===== config.mk =====
export PLATFORM = sky130hd
export DESIGN_NAME = pipe_stage_reg
export DESIGN_NICKNAME = d
export VERILOG_FILES = /design/src/rtl/pipe_pkg.sv /design/src/rtl/pipe_skid_slot.sv /design/src/rtl/pipe_stage_reg.sv
export SDC_FILE = /design/constraint.sdc
export NUM_CORES = 1
export LEC_CHECK = 0
export BUFFER_PORTS_ARGS = -buffer_cell sky130_fd_sc_hd__buf_2
export CAP_MARGIN = 40
export CORE_ASPECT_RATIO = 0.5
export CORE_MARGIN = 5
export CORE_UTILIZATION = 56
export DETAILED_ROUTE_END_ITERATION = 8
export PLACE_DENSITY = 0.81
export REMOVE_ABC_BUFFERS = 1
export SYNTH_ARGS = -nofsm -noshare
export SYNTH_HDL_FRONTEND = slang
export SYNTH_SLANG_ARGS = --single-unit

===== constraint.sdc =====
create_clock -name clk -period 10.88 [get_ports clk]
set_input_delay 1.632 -clock clk [delete_from_list [all_inputs] [get_ports clk]]
set_output_delay 1.632 -clock clk [all_outputs]
set_load 0.01 [all_outputs]

===== src/rtl/pipe_pkg.sv =====
// Shared field widths, stage bundle layouts and skid-slot state encodings
// for the in-order core pipeline registers.
package pipe_pkg;

  localparam int BR_TYPE_W  = 2;
  localparam int EXE_CMD_W  = 4;
  localparam int REG_ADDR_W = 5;
  localparam int XLEN       = 32;

  typedef struct packed {
    logic [BR_TYPE_W-1:0] br_type;
    logic [EXE_CMD_W-1:0] exe_cmd;
    logic                 mem_r_en;
    logic                 mem_w_en;
    logic                 wb_en;
  } id_ctrl_t;

  typedef struct packed {
    logic [REG_ADDR_W-1:0] dest;
    logic [XLEN-1:0]       reg2;
    logic [XLEN-1:0]       val2;
    logic [XLEN-1:0]       val1;
    logic [XLEN-1:0]       pc;
  } id_data_t;

  localparam int ID_CTRL_W = $bits(id_ctrl_t);
  localparam int ID_DATA_W = $bits(id_data_t);

  // All-zero control decodes as a NOP: no writeback, no memory access.
  localparam id_ctrl_t CTRL_NOP = '0;

  // Slot state is {main_v, skid_v}; a skid beat without a main beat is illegal.
  localparam logic [1:0] ST_EMPTY = 2'b00;
  localparam logic [1:0] ST_ONE   = 2'b10;
  localparam logic [1:0] ST_FULL  = 2'b11;
  localparam logic [1:0] ST_BAD   = 2'b01;

endpackage


===== src/rtl/pipe_skid_slot.sv =====
// One elastic pipeline stage: a main entry plus a skid entry, so the
// upstream ready can be a flop without losing the beat in flight.
module pipe_skid_slot
  import pipe_pkg::*;
#(
  parameter int CTRL_W   = ID_CTRL_W,
  parameter int DATA_W   = ID_DATA_W,
  parameter bit CLR_DATA = 1'b1
) (
  input  logic              clk,
  input  logic              rst,
  input  logic              flush,
  input  logic              in_valid,
  output logic              in_ready,
  input  logic [CTRL_W-1:0] in_ctrl,
  input  logic [DATA_W-1:0] in_data,
  output logic              out_valid,
  input  logic              out_ready,
  output logic [CTRL_W-1:0] out_ctrl,
  output logic [DATA_W-1:0] out_data,
  output logic [1:0]        valid_nxt
);

  logic              main_v, skid_v, main_v_n, skid_v_n;
  logic [CTRL_W-1:0] main_ctrl, skid_ctrl, main_ctrl_n, skid_ctrl_n;
  logic [DATA_W-1:0] main_data, skid_data, main_data_n, skid_data_n;
  logic [1:0]        state;
  logic              accept, drain;

  assign state     = {main_v, skid_v};
  assign in_ready  = !skid_v;
  assign out_valid = main_v;
  assign out_ctrl  = main_ctrl;
  assign out_data  = main_data;
  assign accept    = in_valid && !skid_v;
  assign drain     = main_v && out_ready;
  assign valid_nxt = {main_v_n, skid_v_n};

  always_comb begin
    main_v_n    = main_v;
    skid_v_n    = skid_v;
    main_ctrl_n = main_ctrl;
    skid_ctrl_n = skid_ctrl;
    main_data_n = main_data;
    skid_data_n = skid_data;
    if (flush) begin
      main_v_n    = 1'b0;
      skid_v_n    = 1'b0;
      main_ctrl_n = '0;
      skid_ctrl_n = '0;
      if (CLR_DATA) begin
        main_data_n = '0;
        skid_data_n = '0;
      end
    end else begin
      case (state)
        ST_EMPTY: if (accept) begin
          main_v_n    = 1'b1;
          main_ctrl_n = in_ctrl;
          main_data_n = in_data;
        end
        ST_ONE: if (accept && drain) begin
          main_ctrl_n = in_ctrl;
          main_data_n = in_data;
        end else if (accept) begin
          skid_v_n    = 1'b1;
          skid_ctrl_n = in_ctrl;
          skid_data_n = in_data;
        end else if (drain) begin
          main_v_n = 1'b0;
        end
        // Skid always refills main, so the older beat leaves first.
        ST_FULL: if (drain) begin
          skid_v_n    = 1'b0;
          main_ctrl_n = skid_ctrl;
          main_data_n = skid_data;
        end
        default: begin
          main_v_n = 1'b0;
          skid_v_n = 1'b0;
        end
      endcase
    end
  end

  always_ff @(posedge clk or posedge rst) begin
    if (rst) begin
      main_v    <= 1'b0;
      skid_v    <= 1'b0;
      main_ctrl <= '0;
      skid_ctrl <= '0;
    end else begin
      main_v    <= main_v_n;
      skid_v    <= skid_v_n;
      main_ctrl <= main_ctrl_n;
      skid_ctrl <= skid_ctrl_n;
    end
  end

  // Payload only carries a reset when it is also cleared on flush.
  if (CLR_DATA) begin : g_clr_data
    always_ff @(posedge clk or posedge rst) begin
      if (rst) begin
        main_data <= '0;
        skid_data <= '0;
      end else begin
        main_data <= main_data_n;
        skid_data <= skid_data_n;
      end
    end
  end else begin : g_keep_data
    always_ff @(posedge clk) begin
      main_data <= main_data_n;
      skid_data <= skid_data_n;
    end
  end

  a_no_orphan_skid: assert property (@(posedge clk) disable iff (rst) state != ST_BAD);

endmodule


===== src/rtl/pipe_stage_reg.sv =====
// Elastic pipeline register: DEPTH chained skid slots with flush, NOP
// masking of bubbles and a registered occupancy count.
module pipe_stage_reg
  import pipe_pkg::*;
#(
  parameter int  CTRL_W   = ID_CTRL_W,
  parameter int  DATA_W   = ID_DATA_W,
  parameter int  DEPTH    = 1,
  parameter bit  CLR_DATA = 1'b1,
  localparam int OCC_W    = $clog2(2*DEPTH+1)
) (
  input  logic              clk,
  input  logic              rst,
  input  logic              flush,
  input  logic              in_valid,
  output logic              in_ready,
  input  logic [CTRL_W-1:0] in_ctrl,
  input  logic [DATA_W-1:0] in_data,
  output logic              out_valid,
  input  logic              out_ready,
  output logic [CTRL_W-1:0] out_ctrl,
  output logic [DATA_W-1:0] out_data,
  output logic [OCC_W-1:0]  occupancy
);

  logic [DEPTH:0]             ch_valid;
  logic [DEPTH:0]             ch_ready;
  logic [DEPTH:0][CTRL_W-1:0] ch_ctrl;
  logic [DEPTH:0][DATA_W-1:0] ch_data;
  logic [DEPTH-1:0][1:0]      valid_nxt;
  logic [OCC_W-1:0]           occ_nxt;

  assign ch_valid[0]     = in_valid;
  assign ch_ctrl[0]      = in_ctrl;
  assign ch_data[0]      = in_data;
  assign in_ready        = ch_ready[0];
  assign ch_ready[DEPTH] = out_ready;

  for (genvar g = 0; g < DEPTH; g++) begin : g_stage
    pipe_skid_slot #(
      .CTRL_W  (CTRL_W),
      .DATA_W  (DATA_W),
      .CLR_DATA(CLR_DATA)
    ) u_slot (
      .clk      (clk),
      .rst      (rst),
      .flush    (flush),
      .in_valid (ch_valid[g]),
      .in_ready (ch_ready[g]),
      .in_ctrl  (ch_ctrl[g]),
      .in_data  (ch_data[g]),
      .out_valid(ch_valid[g+1]),
      .out_ready(ch_ready[g+1]),
      .out_ctrl (ch_ctrl[g+1]),
      .out_data (ch_data[g+1]),
      .valid_nxt(valid_nxt[g])
    );
  end

  // Bubbles decode as NOP so consumers that ignore valid stay safe.
  assign out_valid = ch_valid[DEPTH];
  assign out_ctrl  = ch_valid[DEPTH] ? ch_ctrl[DEPTH] : CTRL_W'(CTRL_NOP);
  assign out_data  = ch_data[DEPTH];

  always_comb begin
    occ_nxt = '0;
    for (int i = 0; i < DEPTH; i++) begin
      occ_nxt = occ_nxt + OCC_W'(valid_nxt[i][1]) + OCC_W'(valid_nxt[i][0]);
    end
  end

  always_ff @(posedge clk or posedge rst) begin
    if (rst) occupancy <= '0;
    else     occupancy <= occ_nxt;
  end

endmodule


==> results of run 1 <==
-- registers in the layout, summed over array words and instances, names as in the netlist --
signal	flops
g_stage.u_slot.skid_v	1
g_stage.u_slot.out_valid	1
g_stage.u_slot.skid_ctrl	9
g_stage.u_slot.out_data	133
occupancy	2
g_stage.u_slot.skid_data	133
g_stage.u_slot.out_ctrl	9
-- metal layers --
| metal | share of wire | vias to the layer above |
|---|---|---|
| met4 | 0.052 | 0 |
| met5 | 0 | - |
| met1 | 0.41 | 5796 |
| li1 | - | 5437 |
| met2 | 0.50 | 315 |
| met3 | 0.036 | 108 |
-- synth_stat cells --
library cell | instances | area [sq um]
a221o_1 | 1 | 10.0
o21ai_0 | 143 | 716
buf_6 | 2 | 22.5
a211oi_1 | 1 | 7.51
buf_2 | 24 | 120
nor2b_1 | 143 | 895
mux2i_1 | 142 | 1420
mux2_2 | 62 | 698
nor2_1 | 143 | 537
nand3_1 | 142 | 711
and2_1 | 9 | 56.3
a21oi_1 | 142 | 711
a21boi_0 | 4 | 30.0
ha_1 | 6 | 75.1
a2bb2oi_1 | 1 | 8.76
nand2b_1 | 1 | 6.26
buf_1 | 17 | 63.8
o31a_1 | 1 | 8.76
buf_8 | 9 | 135
dfrtp_1 | 288 | 7210
or2_0 | 1 | 6.26
inv_1 | 4 | 15.0
mux2_4 | 80 | 1200
clkbuf_1 | 91 | 342
nand2_1 | 1 | 3.75
a21bo_2 | 1 | 10.0
-- layout make-up --
type,count,area [sq um]
flip-flops and latches,288,7210
multi-input cells,1024,7170
fillers,2083,8870
clock buffers,38,787
repair buffers,315,1780
clock inverters,12,143
inverters,4,22.5
well taps,352,440
diodes,5,12.5
-- power groups by stage --
| stage | logic [mW] | registers (mW) | clock network, mW |
|---|---|---|---|
| floorplan | 0.617 | 1.35 | 0 |
| global placement | 0.868 | 1.32 | 0 |
| detailed placement | 0.905 | 1.32 | 0 |
| CTS | 0.907 | 1.31 | 1.02 |
| global route | 0.970 | 1.32 | 1.06 |
| finish | 0.902 | 1.31 | 1.00 |
-- final timing paths --
kind,startpoint,cells past startpoint,slack [ns],end
setup / recovery,flush,5,6.77,g_stage[0].u_slot.out_data[105]
hold / removal,g_stage[0].u_slot.skid_data[67],2,0.54,g_stage[0].u_slot.skid_data[67]
setup reg to reg,g_stage[0].u_slot.out_valid,7,6.85,g_stage[0].u_slot.out_data[75]
hold reg to reg,g_stage[0].u_slot.skid_data[67],2,0.54,g_stage[0].u_slot.skid_data[67]
max in group asynchronous,rst,5,8.39,g_stage[0].u_slot.out_data[96]
min in group asynchronous,rst,2,1.09,g_stage[0].u_slot.out_data[97]
-- cell families after synthesis --
family                   Yosys count  share of synthesized area
AND/OR/NAND/NOR                  440                      0.147
AO/OA/AOI/OAI                    294                      0.100
flip-flops                       288                      0.480
multiplexers                     284                      0.221
buffers and inverters            147                     0.0465
adder cells (fa/ha/maj)            6                    0.00500
-- per-stage QoR --
stage                     total power, mW   util
after CTS                            3.23  0.664
after detailed placement             2.22  0.629
after global routing                 3.35  0.664
after floorplan                      1.96      -
after global placement               2.19  0.621
final                                3.21  0.664
-- tightest hold or removal path: cells and delay by family, from the launching register on --
kind | cells | cell delay (ns)
AO/OA/AOI/OAI | 2 | 0.13
flip-flops | 1 | 0.37
==> impl_metrics.py, run 1 <==
metrics = {
    "run_status": {
        "outcome": "complete, no violations",
    },
    "global_route": {
        "grt-busiest-layer": "met2",
        "grt_max_degree": 171,
        "use_met1": 0.314,
        "antenna_found_initial": 5,
        "grtUsageMet2": 0.414,
        "grt_first_pass_wirelength_um": 61900,
        "grt_use_met3": 0.0326,
        "overflow": 0,
        "grt_util_all_layers": 0.244,
        "grt_pass1_vias": 11540,
    },
    "drt": {
        "via_count": 11656,
        "drc": 0,
        "wirelength_um": 38600,
        "ant_nets": 0,
        "first_iter_violations": 1009,
        "firstDrtPassIters": 5,
        "viasPerCell": 5.72,
        "wl_per_cell_um": 19.0,
    },
    "die": {
        "pin_count": 293,
        "start_util": 0.568,
        "die_h_um": 126,
        "rows": 42,
        "dieArea_sq_mm": 0.0304,
        "coreArea_sq_mm": 0.0264,
        "die_x_um": 242,
    },
    "timing": {
        "min_period_ns": 4.11,
        "slew_viol_final": 0,
        "fin_ws_ns": 6.77,
        "slew_headroom": 0.357,
        "fmax_ghz": 0.243,
        "setup-tns-final_ns": 0,
        "skew_ns": 0.0112,
        "hold_ws_ns": 0.538,
        "rsz0062_at_grt": "no",
        "period_share": 0.378,
        "finalHoldViolations": 0,
        "worst_pin_slew_ns": 0.964,
        "finalSetupViolations": 0,
    },
    "yosys": {
        "netlist_area_sq_mm": 0.0150,
        "syn_inst": 1459,
        "ys_seq_elements": 288,
        "synth_cell_types": 26,
        "yosysSeqAreaShare": 0.480,
        "synth_area_per_cell_sq_um": 10.3,
        "ys_warn_count": 0,
    },
    "power_and_ir_drop": {
        "power_density_mw_per_mm2": 183,
        "p_switching_mw": 1.00,
        "pwr-share-comb": 0.281,
        "clkPwrFrac": 0.312,
        "switching_share": 0.313,
        "ir_worst_vdd_mv": 0.110,
        "seqPwrFrac": 0.407,
        "p_leak_nw": 8.20,
        "intPower_mw": 2.20,
    },
    "setup_path": {
        "crit_path_start_kind": "input pin",
        "worst_path_largest_cell_delay_ns": 0.83,
        "cpMaxStageDelayCell": "buf_4",
        "path_delay_family": "buffers and inverters",
        "path_cells": "buf_8, buf_4, buf_4, nor2_1, mux2_4",
        "critPathCaptureType": "flop",
        "worstPathArrival_ns": 4.53,
        "cp_max_fo": 170,
        "worst_path_most_repeated_cell": "buf_4",
        "critPathKind": "in -> reg",
        "cp_num_buf_inv": 3,
        "cp.required_ns": 11.30,
    },
    "clocking": {
        "tritoncts": "built",
        "clk_latency_ns": 0.55,
        "cts_root_buf": "clkbuf_16",
        "cts_hold_buf": 0,
        "clockBufferDepth": 3,
        "cts_made_buffers": 27,
        "path_clk_slew_ns": 0.06,
        "cts_resized": 0,
        "cts-htree-levels": 1,
        "clock_sinks": 288,
        "post-cts-setup-buffer-count": 0,
    },
    "final_layout": {
        "nNetsFinal": 1813,
        "fin_cells": 2038,
        "final_cell_mix": "291 x buf_2, 288 x dfrtp_1, 143 x nor2_1, 143 x o21ai_0",
        "final_common_cell": "buf_2",
        "final_layout_size_suffix_gt1_frac": 0.303,
        "areaGrowthSynthToFinish_pct": 16.9,
        "final_cell_area_sq_mm": 0.0176,
    },
    "place": {
        "placed_area_sq_mm": 0.0166,
        "gp_congestion": 0.813,
        "dpl.hpwl_um": 23900,
        "dpl_worst_slack_ns": 6.28,
        "numPortBuffers": 292,
        "placed_cells": 1983,
    },
    "run": {
        "maxCapViolCount": 0,
    },
    "min_path": {
        "min_path_type": "reg -> reg",
    },
}
No activity file was read; power rests on OpenSTA's default activity.
==> inputs of run 2 (changes only) <==
==> constraint.sdc (replaced) <==
create_clock -name clk -period 4.1 [get_ports clk]
set_input_delay 0.615 -clock clk [delete_from_list [all_inputs] [get_ports clk]]
set_output_delay 0.615 -clock clk [all_outputs]
set_load 0.01 [all_outputs]
==> run 2 against run 1 <==
- flip-flop and latch count unchanged
- clock power increased to 2.5 times the previous value
- register-to-register slack got worse by 5.6 ns
- wire length decreased by 0.30%
- clock skew increased by 0.0037 ns
- count of clock-buffer cells in the layout increased by 2
- global-route usage about the same
==> impl_metrics.py, run 2 (synthesis results as in run 1) <==
metrics = {
    "place": {
        "dpl_worst_slack_ns": 1.20,
        "numPortBuffers": 292,
        "placed_cells": 1984,
        "gp_congestion": 0.799,
        "placed_area_sq_mm": 0.0166,
        "dpl.hpwl_um": 23600,
    },
    "clocking": {
        "cts_made_buffers": 26,
        "cts_resized": 0,
        "clockBufferDepth": 3,
        "post-cts-setup-buffer-count": 0,
        "clock_sinks": 288,
        "clk_latency_ns": 0.53,
        "cts_root_buf": "clkbuf_16",
        "cts_hold_buf": 0,
        "tritoncts": "built",
        "cts-htree-levels": 1,
        "path_clk_slew_ns": 0.06,
    },
    "global_route": {
        "overflow": 0,
        "grt_first_pass_wirelength_um": 62100,
        "grt_pass1_vias": 11547,
        "grt_max_degree": 144,
        "antenna_found_initial": 8,
        "grt_util_all_layers": 0.244,
    },
    "min_path": {
        "min_path_type": "in -> async",
    },
    "final_layout": {
        "final_common_cell": "buf_2",
        "final_layout_size_suffix_gt1_frac": 0.300,
        "nNetsFinal": 1813,
        "areaGrowthSynthToFinish_pct": 16.7,
        "finish.utilization": 0.663,
        "fin_cells": 2036,
        "final_cell_area_sq_mm": 0.0175,
        "final_cell_mix": "291 x buf_2, 288 x dfrtp_1, 143 x nor2_1, 143 x o21ai_0",
    },
    "drt": {
        "wl_per_cell_um": 18.9,
        "wirelength_um": 38500,
        "firstDrtPassIters": 7,
        "ant_nets": 0,
        "viasPerCell": 5.72,
        "via_count": 11648,
        "drc": 0,
        "first_iter_violations": 1086,
    },
    "timing": {
        "setup-tns-final_ns": 0,
        "slew_viol_final": 0,
        "worst_pin_slew_ns": 1.10,
        "fin_ws_ns": 1.20,
        "fmax_ghz": 0.345,
        "finalHoldViolations": 0,
        "rsz0062_at_grt": "no",
        "slew_headroom": 0.269,
        "min_period_ns": 2.90,
        "finalSetupViolations": 0,
        "period_share": 0.706,
        "skew_ns": 0.0149,
        "hold_ws_ns": 0.0981,
    },
    "die": {
        "die_x_um": 242,
        "coreArea_sq_mm": 0.0264,
        "pin_count": 293,
        "die_h_um": 126,
        "rows": 42,
        "start_util": 0.568,
        "dieArea_sq_mm": 0.0304,
    },
    "setup_path": {
        "cpMaxStageDelayCell": "dfrtp_1",
        "worst_path_largest_cell_delay_ns": 0.74,
        "path_cells": "inv_1, ha_1, or2_0, a221o_4, buf_4, mux2_4",
        "crit_path_start_kind": "flop",
        "worstPathArrival_ns": 3.30,
        "cp.required_ns": 4.51,
        "cp_max_fo": 32,
        "critPathKind": "reg -> reg",
        "critPathCaptureType": "flop",
    },
    "power_and_ir_drop": {
        "p_leak_nw": 8.17,
        "power_density_mw_per_mm2": 477,
        "p_total_mw": 8.36,
        "ir_worst_vdd_mv": 0.357,
    },
    "run_status": {
        "outcome": "complete, no violations",
    },
    "run": {
        "maxCapViolCount": 0,
    },
}
-- run 2: cell count changes in the layout (fill, tap and decap cells not counted), sizes merged --
| cell | before | now |
|---|---|---|
| clkinv | 7 | 2 |
| diode | 5 | 8 |
| clkbuf | 38 | 40 |
| inv | 6 | 4 |
| buf | 315 | 316 |
| bufinv | 3 | 2 |
-- run 2: critical path: cells and delay by family, from the launching register on --
kind | cells | cell delay [ns]
buffers and inverters | 2 | 0.54
adder cells (fa/ha/maj) | 1 | 0.25
flip-flops | 1 | 0.74
multiplexers | 1 | 0.31
AO/OA/AOI/OAI | 1 | 0.68
AND/OR/NAND/NOR | 1 | 0.23
-- run 2: worst paths after layout --
path | from | endpoint | slack [ns] | cells past startpoint
max | g_stage[0].u_slot.out_valid | g_stage[0].u_slot.out_data[84] | 1.20 | 6
min | rst | g_stage[0].u_slot.skid_data[43] | 0.1 | 2
max reg2reg | g_stage[0].u_slot.out_valid | g_stage[0].u_slot.out_data[84] | 1.20 | 6
min reg2reg | g_stage[0].u_slot.skid_ctrl[7] | g_stage[0].u_slot.skid_ctrl[7] | 0.54 | 2
max in group asynchronous | rst | g_stage[0].u_slot.skid_data[109] | 2.87 | 4
min in group clk | in_data[71] | g_stage[0].u_slot.skid_data[71] | 0.33 | 3
-- run 2: area by class of cell --
cell class                      count  area (sq um)
Antenna cell                        8          20.0
Sequential cell                   288          7210
Inverter                            4          22.5
Multi-Input combinational cell   1024          7170
Clock inverter                      4          70.1
Fill cell                        2104          8900
Timing Repair Buffer              316          1810
Tap cell                          352           440
Clock buffer                       40           795
-- run 2: per-layer routing --
metal  GRT usage  routed length [um]  up-vias
met2       0.410               19300      331
met4       0.101                1600        0
met5           0                   0        -
met1       0.325               16100     5798
met3      0.0322                1530       99
li1            -                   -     5420
-- run 2: report_power, final --
group	internal [mW]	switching (mW)
clock network	1.45	1.05
registers	3.23	0.232
logic	1.10	1.30
==> inputs of run 3 (changes only) <==
==> constraint.sdc (replaced) <==
create_clock -name clk -period 2.99 [get_ports clk]
set_input_delay 0.4485 -clock clk [delete_from_list [all_inputs] [get_ports clk]]
set_output_delay 0.4485 -clock clk [all_outputs]
set_load 0.01 [all_outputs]
==> run 3 against run 2 <==
- worst setup slack got worse by 0.81 ns
- non-clock buffer count increased by 11
- power increased by 39%
- global-route usage increased by 0.25 points
- critical endpoint is now g_stage[0].u_slot.out_data[5]
- worst hold slack improved by 0.064 ns
- utilization increased by 0.67 points
- first-iteration DRC count decreased by 11%
- via count increased by 0.56%
- register-to-register slack got worse by 0.81 ns
- die area unchanged
- design area increased by 1.0%
- highest routed layer unchanged
==> impl_metrics.py, run 3 (synthesis results as in run 1) <==
metrics = {
    "run_status": {
        "outcome": "complete, no violations",
    },
    "clocking": {
        "cts_resized": 0,
        "cts_hold_buf": 1,
        "clockBufferDepth": 3,
        "clock_sinks": 288,
        "post-cts-setup-buffer-count": 0,
        "cts_root_buf": "clkbuf_16",
        "cts-htree-levels": 1,
        "cts_made_buffers": 26,
        "tritoncts": "built",
        "path_clk_slew_ns": 0.07,
        "clk_latency_ns": 0.54,
    },
    "global_route": {
        "grt_first_pass_wirelength_um": 62700,
        "grt_max_degree": 101,
        "antenna_found_initial": 8,
        "grt_pass1_vias": 11717,
        "overflow": 0,
        "grt_util_all_layers": 0.246,
    },
    "die": {
        "die_h_um": 126,
        "start_util": 0.568,
        "coreArea_sq_mm": 0.0264,
        "dieArea_sq_mm": 0.0304,
        "die_x_um": 242,
        "pin_count": 293,
        "rows": 42,
    },
    "drt": {
        "drc": 0,
        "wirelength_um": 38900,
        "ant_nets": 0,
        "wl_per_cell_um": 19.0,
        "firstDrtPassIters": 5,
        "viasPerCell": 5.72,
        "first_iter_violations": 965,
        "via_count": 11713,
    },
    "setup_path": {
        "cp.required_ns": 3.41,
        "critPathCaptureType": "flop",
        "critPathKind": "reg -> reg",
        "cp_max_fo": 42,
        "cp_num_buf_inv": 3,
        "worst-r2r-setup-slack_ns": 0.40,
        "path_delay_family": "buffers and inverters",
        "worst_path_largest_cell_delay_ns": 0.52,
        "path_cells": "inv_1, ha_1, or2_0, a221o_4, buf_4, buf_16, mux2_4",
        "cpMaxStageDelayCell": "dfrtp_1",
        "worstPathArrival_ns": 3.01,
        "crit_path_start_kind": "flop",
    },
    "final_layout": {
        "final_cell_mix": "291 x buf_2, 288 x dfrtp_1, 143 x nor2_1, 143 x o21ai_0",
        "final_common_cell": "buf_2",
        "final_layout_size_suffix_gt1_frac": 0.307,
        "areaGrowthSynthToFinish_pct": 17.9,
        "fillers": 2046,
        "nNetsFinal": 1824,
        "final_cell_area_sq_mm": 0.0177,
    },
    "timing": {
        "min_period_ns": 2.59,
        "worst_pin_slew_ns": 0.813,
        "finalHoldViolations": 0,
        "skew_ns": 0.0117,
        "rsz0062_at_grt": "no",
        "finalSetupViolations": 0,
        "slew_viol_final": 0,
        "hold_ws_ns": 0.162,
        "fmax_ghz": 0.386,
        "period_share": 0.867,
        "slew_headroom": 0.458,
    },
    "place": {
        "numPortBuffers": 292,
        "placed_area_sq_mm": 0.0168,
        "gp_congestion": 0.799,
        "dpl.hpwl_um": 24500,
    },
    "power_and_ir_drop": {
        "ir_worst_vdd_mv": 0.513,
        "p_leak_nw": 8.27,
        "power_density_mw_per_mm2": 656,
    },
    "min_path": {
        "min_path_type": "in -> reg",
    },
    "run": {
        "maxCapViolCount": 0,
    },
}
run 3: per-layer routing:
layer	vias up	wire (um)	GRT usage
li1	5456	-	-
met1	5837	16200	0.327
met2	333	19700	0.421
met3	87	1610	0.0354
met4	0	1440	0.0882
met5	-	0	0
run 3: final timing paths:
check	cells past startpoint	endpoint	startpoint
setup / recovery	7	g_stage[0].u_slot.out_data[5]	g_stage[0].u_slot.skid_v
hold / removal	3	g_stage[0].u_slot.skid_data[113]	in_data[113]
max in group asynchronous	4	g_stage[0].u_slot.out_data[87]	rst
setup reg to reg	7	g_stage[0].u_slot.out_data[5]	g_stage[0].u_slot.skid_v
hold reg to reg	2	g_stage[0].u_slot.skid_data[6]	g_stage[0].u_slot.skid_data[6]
min in group asynchronous	3	g_stage[0].u_slot.skid_data[43]	rst
run 3: final cells by class:
class                      count  area [sq um]  area share
antenna                        8          20.0     0.00113
clock buffer                  38           797      0.0450
clock inverter                 8          90.1     0.00509
inverter                       4          22.5     0.00127
multi-input combinational   1024          7170       0.405
sequential                   288          7210       0.407
tap                          352           440      0.0249
timing repair buffer         327          1960       0.111
run 3: metrics by stage:
| stage | cells | worst slack, ns | utilization | TNS (ns) | power (mW) |
|---|---|---|---|---|---|
| 6_report | 2049 | 0.398 | 0.670 | 0 | 11.6 |
| 5_1_grt | 2049 | 0.327 | 0.670 | 0 | 12.1 |
| 4_1_cts | 2041 | 0.409 | 0.669 | 0 | 11.7 |
| 3_5_place_dp | 1994 | 0.416 | 0.635 | 0 | 8.18 |
| 3_3_place_gp | 1992 | 0.463 | 0.633 | 0 | 8.07 |
| 2_1_floorplan | 1316 | -7.77 | - | -3531.13 | 6.91 |
run 3: where the power goes:
| group | total (mW) | switching (mW) | internal, mW | leakage (nW) |
|---|---|---|---|---|
| registers | 4.72 | 0.301 | 4.42 | 3.92 |
| clock network | 3.50 | 1.49 | 2.01 | 0.446 |
| logic | 3.39 | 1.83 | 1.56 | 3.90 |
| total | 11.6 | 3.61 | 8.00 | 8.27 |
run 3: worst reg2reg max path, cell delays in order (launching register included):
cell and delay [ns]:
dfrtp_1 0.52, inv_1 0.14, ha_1 0.26, or2_0 0.28, a221o_4 0.45, buf_4 0.23
buf_16 0.23, mux2_4 0.38
